**src/rtl/y_zigzag_rle.sv**
```systemverilog
`default_nettype none
// ============================================================================
// Module   : y_zigzag_rle
// Purpose  : Serialises one quantized 8x8 luminance block into a JPEG symbol
//            stream: zig-zag reorder, DC DPCM, AC run-length coding (ZRL/EOB).
// Ports    : clk, rst (async, active-low)
//            enable / Q[8][8] / dc_clear : block capture and DC predictor ctl
//            busy, err_drop              : status (err_drop is sticky)
//            sym_valid / sym_ready       : output handshake
//            sym_is_dc, sym_run, sym_size, sym_amp, sym_last : symbol fields
// Revision : 1.0  initial release
// ============================================================================
module y_zigzag_rle #(
    parameter int DATA_W = 11,
    parameter int AMP_W  = 12
) (
    input  logic                     clk,
    input  logic                     rst,
    input  logic                     enable,
    input  logic signed [DATA_W-1:0] Q [0:7][0:7],
    input  logic                     dc_clear,
    output logic                     busy,
    output logic                     err_drop,
    output logic                     sym_valid,
    input  logic                     sym_ready,
    output logic                     sym_is_dc,
    output logic [3:0]               sym_run,
    output logic [3:0]               sym_size,
    output logic [AMP_W-1:0]         sym_amp,
    output logic                     sym_last
);

    // Zig-zag scan order k -> row-major index (row = idx[5:3], col = idx[2:0])
    localparam logic [5:0] ZZ [0:63] = '{
         0,  1,  8, 16,  9,  2,  3, 10, 17, 24, 32, 25, 18, 11,  4,  5,
        12, 19, 26, 33, 40, 48, 41, 34, 27, 20, 13,  6,  7, 14, 21, 28,
        35, 42, 49, 56, 57, 50, 43, 36, 29, 22, 15, 23, 30, 37, 44, 51,
        58, 59, 52, 45, 38, 31, 39, 46, 53, 60, 61, 54, 47, 55, 62, 63
    };

    // S_LAST holds the final symbol of the block (EOB or coefficient 63)
    typedef enum logic [1:0] {S_IDLE, S_DC, S_SCAN, S_LAST} state_t;

    // Bit length of |v|; 0 for v == 0
    function automatic logic [3:0] mag_size(input logic signed [AMP_W-1:0] v);
        logic [AMP_W-1:0] mag;
        mag      = v[AMP_W-1] ? $unsigned(-v) : $unsigned(v);
        mag_size = 4'd0;
        for (int i = 0; i < AMP_W; i++)
            if (mag[i]) mag_size = 4'(i + 1);
    endfunction

    // JPEG amplitude bits: negative values are sent as (v-1) truncated to size bits
    function automatic logic [AMP_W-1:0] amp_bits(input logic signed [AMP_W-1:0] v,
                                                  input logic [3:0] size);
        logic [AMP_W-1:0] raw;
        logic [AMP_W-1:0] mask;
        mask     = ~({AMP_W{1'b1}} << size);
        raw      = v[AMP_W-1] ? ($unsigned(v) + {AMP_W{1'b1}}) : $unsigned(v);
        amp_bits = raw & mask;
    endfunction

    state_t                    state, state_nx;
    logic [5:0]                k, k_nx;
    logic [5:0]                run, run_nx;
    logic signed [DATA_W-1:0]  pred, pred_nx;
    logic                      busy_nx, err_nx;
    logic                      valid_nx, is_dc_nx, last_nx;
    logic [3:0]                srun_nx, size_nx;
    logic [AMP_W-1:0]          amp_nx;
    logic signed [DATA_W-1:0]  coef [0:63];

    logic                      accept, capture;
    logic signed [AMP_W-1:0]   q00_ext, pred_ext, diff, cur_ext;
    logic [3:0]                diff_size, cur_size;

    // Coefficient store, written in zig-zag order on capture
    for (genvar i = 0; i < 64; i++) begin : g_zz
        always_ff @(posedge clk or negedge rst) begin
            if (!rst)         coef[i] <= '0;
            else if (capture) coef[i] <= Q[ZZ[i][5:3]][ZZ[i][2:0]];
        end
    end

    assign q00_ext   = {{(AMP_W-DATA_W){Q[0][0][DATA_W-1]}}, Q[0][0]};
    assign pred_ext  = dc_clear ? '0 : {{(AMP_W-DATA_W){pred[DATA_W-1]}}, pred};
    assign diff      = q00_ext - pred_ext;
    assign diff_size = mag_size(diff);
    assign cur_ext   = {{(AMP_W-DATA_W){coef[k][DATA_W-1]}}, coef[k]};
    assign cur_size  = mag_size(cur_ext);
    assign accept    = sym_valid && sym_ready;
    // A new block may be taken in IDLE or on the edge retiring the last symbol
    assign capture   = enable && ((state == S_IDLE) || (accept && sym_last));

    always_ff @(posedge clk or negedge rst) begin
        if (!rst) begin
            state     <= S_IDLE;
            k         <= '0;
            run       <= '0;
            pred      <= '0;
            busy      <= 1'b0;
            err_drop  <= 1'b0;
            sym_valid <= 1'b0;
            sym_is_dc <= 1'b0;
            sym_run   <= '0;
            sym_size  <= '0;
            sym_amp   <= '0;
            sym_last  <= 1'b0;
        end else begin
            state     <= state_nx;
            k         <= k_nx;
            run       <= run_nx;
            pred      <= pred_nx;
            busy      <= busy_nx;
            err_drop  <= err_nx;
            sym_valid <= valid_nx;
            sym_is_dc <= is_dc_nx;
            sym_run   <= srun_nx;
            sym_size  <= size_nx;
            sym_amp   <= amp_nx;
            sym_last  <= last_nx;
        end
    end

    always_comb begin
        state_nx = state;
        k_nx     = k;
        run_nx   = run;
        pred_nx  = pred;
        busy_nx  = busy;
        err_nx   = err_drop;
        valid_nx = sym_valid;
        is_dc_nx = sym_is_dc;
        srun_nx  = sym_run;
        size_nx  = sym_size;
        amp_nx   = sym_amp;
        last_nx  = sym_last;

        if (dc_clear)           pred_nx = '0;
        if (enable && !capture) err_nx  = 1'b1;

        case (state)
            S_DC: begin
                if (accept) begin
                    valid_nx = 1'b0;
                    state_nx = S_SCAN;
                end
            end
            S_SCAN: begin
                if (!sym_valid || sym_ready) begin
                    valid_nx = 1'b0;
                    if (coef[k] == '0) begin
                        run_nx = run + 6'd1;
                        if (k == 6'd63) begin
                            // Trailing zeros collapse into a single EOB
                            valid_nx = 1'b1;
                            is_dc_nx = 1'b0;
                            srun_nx  = 4'd0;
                            size_nx  = 4'd0;
                            amp_nx   = '0;
                            last_nx  = 1'b1;
                            state_nx = S_LAST;
                        end else begin
                            k_nx = k + 6'd1;
                        end
                    end else if (run > 6'd15) begin
                        // ZRL: 16 zeros; k holds so the coefficient is re-examined
                        valid_nx = 1'b1;
                        is_dc_nx = 1'b0;
                        srun_nx  = 4'd15;
                        size_nx  = 4'd0;
                        amp_nx   = '0;
                        last_nx  = 1'b0;
                        run_nx   = run - 6'd16;
                    end else begin
                        valid_nx = 1'b1;
                        is_dc_nx = 1'b0;
                        srun_nx  = run[3:0];
                        size_nx  = cur_size;
                        amp_nx   = amp_bits(cur_ext, cur_size);
                        last_nx  = (k == 6'd63);
                        run_nx   = '0;
                        if (k == 6'd63) state_nx = S_LAST;
                        else            k_nx     = k + 6'd1;
                    end
                end
            end
            S_LAST: begin
                if (accept) begin
                    valid_nx = 1'b0;
                    busy_nx  = 1'b0;
                    state_nx = S_IDLE;
                end
            end
            default: ;
        endcase

        // Capture overrides the retire path so back-to-back blocks keep busy high
        if (capture) begin
            pred_nx  = Q[0][0];
            busy_nx  = 1'b1;
            state_nx = S_DC;
            k_nx     = 6'd1;
            run_nx   = '0;
            valid_nx = 1'b1;
            is_dc_nx = 1'b1;
            srun_nx  = 4'd0;
            size_nx  = diff_size;
            amp_nx   = amp_bits(diff, diff_size);
            last_nx  = 1'b0;
        end
    end

endmodule
`default_nettype wire
```
**config.mk**
```make
export PLATFORM = sky130hd
export DESIGN_NAME = y_zigzag_rle
export DESIGN_NICKNAME = d
export VERILOG_FILES = /design/src/rtl/y_zigzag_rle.sv
export SDC_FILE = /design/constraint.sdc
export NUM_CORES = 2
export LEC_CHECK = 0
export BUFFER_PORTS_ARGS = -buffer_cell sky130_fd_sc_hd__buf_2
export CAP_MARGIN = 10
export CORE_UTILIZATION = 39
export CTS_BUF_LIST = sky130_fd_sc_hd__clkbuf_4 sky130_fd_sc_hd__clkbuf_8 sky130_fd_sc_hd__clkbuf_16
export CTS_CLUSTER_DIAMETER = 60
export CTS_CLUSTER_SIZE = 40
export DETAILED_ROUTE_END_ITERATION = 10
export PLACE_DENSITY = 0.64
export SYNTH_ARGS = -nofsm -noshare
export SYNTH_HDL_FRONTEND = slang
export SYNTH_SLANG_ARGS = --single-unit
```
**constraint.sdc**
```tcl
create_clock -name clk -period 5.42 [get_ports clk]
set_clock_uncertainty 0.05 [all_clocks]
set_input_delay 1.084 -clock clk [delete_from_list [all_inputs] [get_ports clk]]
set_output_delay 1.084 -clock clk [all_outputs]
set_load 0.02 [all_outputs]
```
; After elaboration in Yosys (flattened, before gate mapping)
; Cells that the tools add are included.
[totals]
reg_bits = 754
output_inout_bits = 25
elab_cells = 217
[op_classes]
eq_ne = 11
n_mux = 89
reduce_logical = 24
addsub = 8
shift = 2
bitwise = 5
magnitude_cmp = 2
[ops]
columns = cell, n
row1 = 2-to-1 mux 12 bit, 11
row2 = 2-to-1 mux 4 bit, 32
row3 = binary-select mux 11 bit (select 6 bit), 1
row4 = 2-to-1 mux 6 bit, 11
row5 = 2-to-1 mux 11 bit, 4
row6 = AND 12 bit, 2
row7 = inverter 12 bit, 2
row8 = << shifter 12 x 4 -> 12 bit (first input constant), 2
row9 = 2-to-1 mux 1 bit, 20
row10 = 2-to-1 mux 2 bit, 8
row11 = adder 11 x 1 -> 12 bit (second input constant), 1
row12 = adder 12 bit (second input constant), 1
row13 = adder 6 x 1 -> 6 bit (second input constant), 2
row14 = inequality test 3 bit (second input constant), 4
row15 = negation 11 -> 12 bit, 1
row16 = negation 12 bit, 1
row17 = subtractor 11 x 12 -> 12 bit, 1
row18 = logical NOT 11 bit, 1
row19 = nonzero test 2 bit, 5
row20 = AND reduction 3 bit, 3
row21 = greater-or-equal comparator 7 bit (second input constant), 1
row22 = inverter 6 -> 7 bit, 1
row23 = equality test 6 bit (second input constant), 1
row24 = > comparator 6 x 4 -> 1 bit (second input constant), 1
row25 = 17 further kinds, 24

; Depth between registers and ports, before layout
[depth]
ltp_word = 26
ltp_mapped = 19
ltp_nobuf = 16

; Worst setup path after synthesis
; Ideal clock, no wire load.
[synth_timing]
path_kind = input to register
from = in dc_clear
to = reg sym_amp[8]
arrival_ns = 5.025
cell_stages = 16
slack_ns = 0.216
n_path_buf = 1
path_cell_list = nor2b_1 > ha_1 > inv_1 > fa_1 > xor2_1 > nor2_1 > or4b_1 > a221oi_4 > nand2_1 > and3_1 > o32ai_1 > or3b_1 > clkbuf_1 > or4_1 > a32oi_1 > o31ai_1
[synth_between]
elab_chain_cells = 20
[synth_lines]
columns = element, line
row1 = start: declaration, 21  ; input logic dc_clear,
row2 = 2-to-1 mux 12 bit *, 86  ; assign pred_ext = dc_clear ? '0 : {{(AMP_W-DATA_W){pred[DATA_W-1]}}, pred};
row3 = subtractor 11 x 12 -> 12 bit *, 87  ; assign diff = q00_ext - pred_ext;
row4 = negation 12 bit, 47  ; mag = v[AMP_W-1] ? $unsigned(-v) : $unsigned(v);
row5 = 2-to-1 mux 12 bit, 47
row6 = 2-to-1 mux 1 bit, 50  ; if (mag[i]) mag_size = 4'(i + 1);
row7 = 2-to-1 mux 2 bit, 50
row8 = 2-to-1 mux 4 bit (10 in series), 50
row9 = << shifter 12 x 4 -> 12 bit, 58  ; mask = ~({AMP_W{1'b1}} << size);
row10 = inverter 12 bit, 58
row11 = AND 12 bit *, 60  ; amp_bits = raw & mask;
row12 = 2-to-1 mux 12 bit *, 199  ; if (capture) begin
row13 = end signal: assignment, 120  ; sym_amp <= amp_nx;
row14 = end: declaration, 29  ; output logic [AMP_W-1:0] sym_amp,
; Every way passes the cells marked *; elsewhere a longest branch is shown, timed or not.
; A chain may end at the register's enable or synchronous reset.

; Worst setup path in the final report
[layout_timing]
from = reg k[0]
to = reg sym_amp[10]
[layout_between]
elab_chain_cells = 26
[layout_lines]
columns = element, line
row1 = start: declaration, 64  ; logic [5:0] k, k_nx;
row2 = start signal: assignment, 111  ; k <= k_nx;
row3 = inverter 6 -> 7 bit (not written as such), "89, 152"
row4 = binary-select mux 11 bit (select 6 bit), "89, 152"
row5 = 2-to-1 mux 11 bit (not written as such) (2 in series), "89, 152"
row6 = negation 11 -> 12 bit, 47
row7 = 2-to-1 mux 12 bit, 47
row8 = 2-to-1 mux 1 bit, 50
row9 = 2-to-1 mux 4 bit (11 in series), 50
row10 = << shifter 12 x 4 -> 12 bit, 58
row11 = inverter 12 bit, 58
row12 = AND 12 bit, 60
row13 = 2-to-1 mux 12 bit, 166  ; end else if (run > 6'd15) begin
row14 = 2-to-1 mux 12 bit, 152  ; if (coef[k] == '0) begin
row15 = 2-to-1 mux 12 bit, 150  ; if (!sym_valid || sym_ready) begin
row16 = 2-to-1 mux 12 bit, 142  ; case (state)
row17 = 2-to-1 mux 12 bit, 199
; Several ways; a longest one is shown, not always the timed one. The select of a mux whose other input is x is not followed.

==> results.md <==
Synthesis:
- The number of enable-type register cells in the synthesized netlist is 0.
- The largest total area in the synthesized netlist belongs to sky130_fd_sc_hd__dfrtp_1.
- Synthesis produced a netlist with a net count of roughly 4700.
- The synthesized design devotes to its leading area cell type about half of total area.
- The register bit total from synthesis is about 750.
- The register area share after synthesis is 51.98%.
- The most frequently used flop master after synthesis is sky130_fd_sc_hd__dfrtp_1.
- The Yosys step of the flow raised 0 warnings.
- The average cell area after synthesis is approximately 9.3 um2.
- Counting flops with an async set or reset pin after synthesis yields a share of 100.0%.
- In this run the cell area of the synthesized design comes to 0.03630 mm2.
- By area the synthesized netlist is led by sky130_fd_sc_hd__dfrtp_1 52%, sky130_fd_sc_hd__nand2_1 23%, sky130_fd_sc_hd__mux4_2 11%.
- Counting distinct cell types in the post-synthesis netlist gives 93.
- The number of cells produced by synthesis is 3920.

Clock network:
- TritonCTS built the clock tree.
- The clock buffer count from CTS is 69.
- Clock-pin slew was measured on the worst setup and hold paths at 0.09 ns.
- The number of setup buffers added after CTS is 0.
- The H-tree generated during clock tree synthesis spans 3 levels.
- The clock latency on the worst-skew pair is 0.65 ns.
- The maximum count of clock buffers along a single path is 3.
- After clock tree synthesis, the repair step resized 0 gates.
- The number of clock sinks seen by CTS is 754.
- Buffers inserted to repair hold after CTS numbered 0.
- The buffer cell driving the clock tree root is sky130_fd_sc_hd__clkbuf_16.

Die:
- The number of top-level design ports is 734.
- The total area inside the core boundary comes to just over 0.09 mm2.
- The effective utilization at floorplan is 39.48%.
- The die is 307.1 um wide.
- The die height is around 300 um.
- The number of standard-cell rows in the floorplan is 111.
- The die covers 0.09429 mm2.

GRT:
- For this run the aggregate overflow at the end of global routing stands at 0.
- The wire length of the first global-routing pass is 187.1 mm.
- Entering global routing, the biggest net connects 192 pins.
- The via count of the first global-routing pass was between 30000 and 40000.
- The initial antenna violation count is 50.
- In the global route stage, overall resource usage came out at a little over a quarter.

Route:
- After detailed routing, the number of remaining DRC violations is 0.
- Before antenna repair, the detailed router went through 5 iterations.
- Dividing the detail-routed wire length by the instance count gives 21.21 um.
- For this block, the initial DRC count from the detailed router was 2795.
- The total number of vias is 30370.
- The detail route stage leaves a number of antenna-violating nets equal to 0.
- The final wirelength is 125.4 mm.
- The detailed-route vias per instance is between 5 and 6.

Power:
- For this design the ratio of total power to cell area is 620.2 mW/mm2.
- For this design the static power due to leakage is 0.02295 uW.
- The maximum vdd drop is between 200 and 300 uV.

STA:
- The number of pins with negative max-slew slack in the final report was 0.
- Measured against its own limit, the worst slew margin works out to about 28%.
- Static timing analysis puts the maximum clock frequency at approximately 0.20 GHz.
- The slew at the pin closest to its max-slew limit is ~1.1 ns.
- The hold violation count in the final report was 0.
- The aggregate negative setup slack is 0 ns.
- The routed design could run at a clock period as short as 4.957 ns.
- Setup repair after global routing left no endpoint under its margin.
- The worst path uses 91.47% of the clock period.
- Setup violations remaining at the end of the flow were counted as 0.

Layout:
- The fraction of layout cells with a size suffix above 1 is 25.72%.
- The number of fillers in the final layout is 8957.
- In the final layout, flip-flops and latches occupy 0.01888 mm2.
- The area overhead of the layout relative to synthesis is 21.88%.
- After routing the design area is 0.04424 mm2.
- The top cell types in the final layout, fill and taps aside, are 2181 x sky130_fd_sc_hd__nand2_1, 750 x sky130_fd_sc_hd__dfrtp_1, 732 x sky130_fd_sc_hd__buf_2.
- The library cell used most frequently in the layout, excluding fill and tap cells, is sky130_fd_sc_hd__nand2_1.
- In the final layout, the multi-input gates occupy 0.01626 mm2.
- The number of nets in the final layout is approximately 5300.

Worst setup path:
- The maximum fanout along the worst path is 26.
- Data arrives at the worst endpoint at roughly 5.4 ns.
- The setup path with the least slack is of type flip-flop to flip-flop.
- The nature of the critical path startpoint is a flip-flop.
- STA classifies the critical path endpoint as a flip-flop.
- At the worst endpoint, the required time is slightly below 6 ns.

Placed design:
- The count of buffers added on input and output ports is 733.
- The routability congestion estimate is 0.8822.
- Once detailed placement completed, the half-perimeter wirelength came to 93.38 mm.
- After detailed placement, the total cell area comes to 0.04158 mm2.

Outcome:
- The run finished with clean final reports.

Hold path:
- The class of the tightest hold or removal check is flip-flop to flip-flop.

Run:
- The max-capacitance violation count is 0.
## per-stage QoR
stage                     hold slack [ns]  worst slack, ns  total power [uW]  utilization [%]  std cells
after CTS                          0.4210           0.4066             27520            48.05       5885
after global placement             0.3887           0.1680             21630            45.22       5759
after detailed placement           0.4048           0.1376             21870            45.22       5759
after global routing               0.4370           0.1997             29200            48.10       5905
final                              0.4211           0.4625             27440            48.11       5910
after floorplan                    0.3903           0.2164             17610                -       3920
## power by group
part           switching [uW]  internal, uW  total [uW]
Clock                    2640          2930        5570
Combinational            7110          5110       12200
Sequential               1510          8130        9640
Total                   11300         16200       27400
## area by class of cell
| cell class | count | area share (%) |
|---|---|---|
| Antenna cell | 25 | 0.1414 |
| Clock buffer | 75 | 4.127 |
| Clock inverter | 51 | 1.742 |
| Inverter | 19 | 0.1612 |
| Multi-Input combinational cell | 2900 | 36.75 |
| Sequential cell | 754 | 42.68 |
| Tap cell | 1243 | 3.516 |
| Timing Repair Buffer | 843 | 10.89 |
## worst max-delay path: stages (launching register included)
cell and delay (ns):
sky130_fd_sc_hd__dfrtp_4 0.64, sky130_fd_sc_hd__buf_12 0.30, sky130_fd_sc_hd__buf_4 0.31, sky130_fd_sc_hd__buf_4 0.22, sky130_fd_sc_hd__mux4_2 0.53, sky130_fd_sc_hd__a22oi_1 0.23
sky130_fd_sc_hd__a21oi_1 0.16, sky130_fd_sc_hd__nor3_4 0.49, sky130_fd_sc_hd__and3_1 0.49, sky130_fd_sc_hd__and4_1 0.53, sky130_fd_sc_hd__or3_1 0.23, sky130_fd_sc_hd__nor2_1 0.11
sky130_fd_sc_hd__and3_1 0.18, sky130_fd_sc_hd__a221o_1 0.30
## synth_stat cells, types with 5 or more instances
master and instances:
sky130_fd_sc_hd__o211a_1 5, sky130_fd_sc_hd__dfrtp_1 754, sky130_fd_sc_hd__o21ai_0 27, sky130_fd_sc_hd__a211o_1 7
sky130_fd_sc_hd__nor3b_1 5, sky130_fd_sc_hd__o31ai_1 6, sky130_fd_sc_hd__a22oi_1 51, sky130_fd_sc_hd__nand2b_1 16
sky130_fd_sc_hd__or3_1 8, sky130_fd_sc_hd__a21o_1 8, sky130_fd_sc_hd__or2_2 6, sky130_fd_sc_hd__a221oi_1 7
sky130_fd_sc_hd__inv_1 19, sky130_fd_sc_hd__nor2b_1 9, sky130_fd_sc_hd__xnor2_1 27, sky130_fd_sc_hd__a31oi_1 11
sky130_fd_sc_hd__a22o_1 10, sky130_fd_sc_hd__buf_4 9, sky130_fd_sc_hd__nand2_1 2181, sky130_fd_sc_hd__a21oi_1 49
sky130_fd_sc_hd__nand3_1 18, sky130_fd_sc_hd__mux2i_1 16, sky130_fd_sc_hd__buf_6 11, sky130_fd_sc_hd__clkbuf_1 192
sky130_fd_sc_hd__o22ai_1 12, sky130_fd_sc_hd__nand4_1 7, sky130_fd_sc_hd__and2_1 9, sky130_fd_sc_hd__nor3_1 17
sky130_fd_sc_hd__mux4_2 180, sky130_fd_sc_hd__a211oi_1 14, sky130_fd_sc_hd__o21a_1 8, sky130_fd_sc_hd__buf_2 24
sky130_fd_sc_hd__nor2_1 50, sky130_fd_sc_hd__ha_1 22, sky130_fd_sc_hd__xor2_1 12, sky130_fd_sc_hd__buf_1 6
## logic make-up (layout without fill, tap and decap cells)
group                    Yosys count  after routing  synth area share (%)
AO/OA/AOI/OAI                    282            282                 5.764
XOR/XNOR                          40             40                0.9859
adder cells (fa/ha/maj)           23             23                0.8135
buffers and inverters            266            988                 3.337
flip-flops                       754            754                 51.98
multiplexers                     198            198                 11.67
other                              0             25                     0
AND/OR/NAND/NOR                 2357           2357                 25.44
## state kept, by name (all words and copies together), names as in the netlist
| register | count |
|---|---|
| sym_amp | 12 |
| pred | 11 |
| coef | 704 |
| err_drop | 1 |
| sym_valid | 1 |
| run | 6 |
| sym_is_dc | 1 |
| state | 2 |
| sym_run | 4 |
| busy | 1 |
| sym_last | 1 |
| sym_size | 4 |
| k | 6 |
## per-layer routing
layer / vias to the layer above / wire (um) / track usage [%]
met3: 247 / 7742 / 5.445
met1: 14890 / 53910 / 35.98
met5: - / 293 / 0
met4: 46 / 4647 / 10.08
li1: 14240 / - / -
met2: 955 / 58760 / 41.50
## worst paths after layout
check                          start  cells past startpoint           to  slack (ns)
max reg2reg                     k[0]                     13  sym_amp[10]        0.46
min in group asynchronous        rst                      1    coef[398]        0.48
max                             k[0]                     13  sym_amp[10]        0.46
max in group asynchronous        rst                      2    coef[684]        3.51
min reg2reg                coef[146]                      2    coef[146]        0.42
min                        coef[146]                      2    coef[146]        0.42
Power figures use the tool's default switching activity.
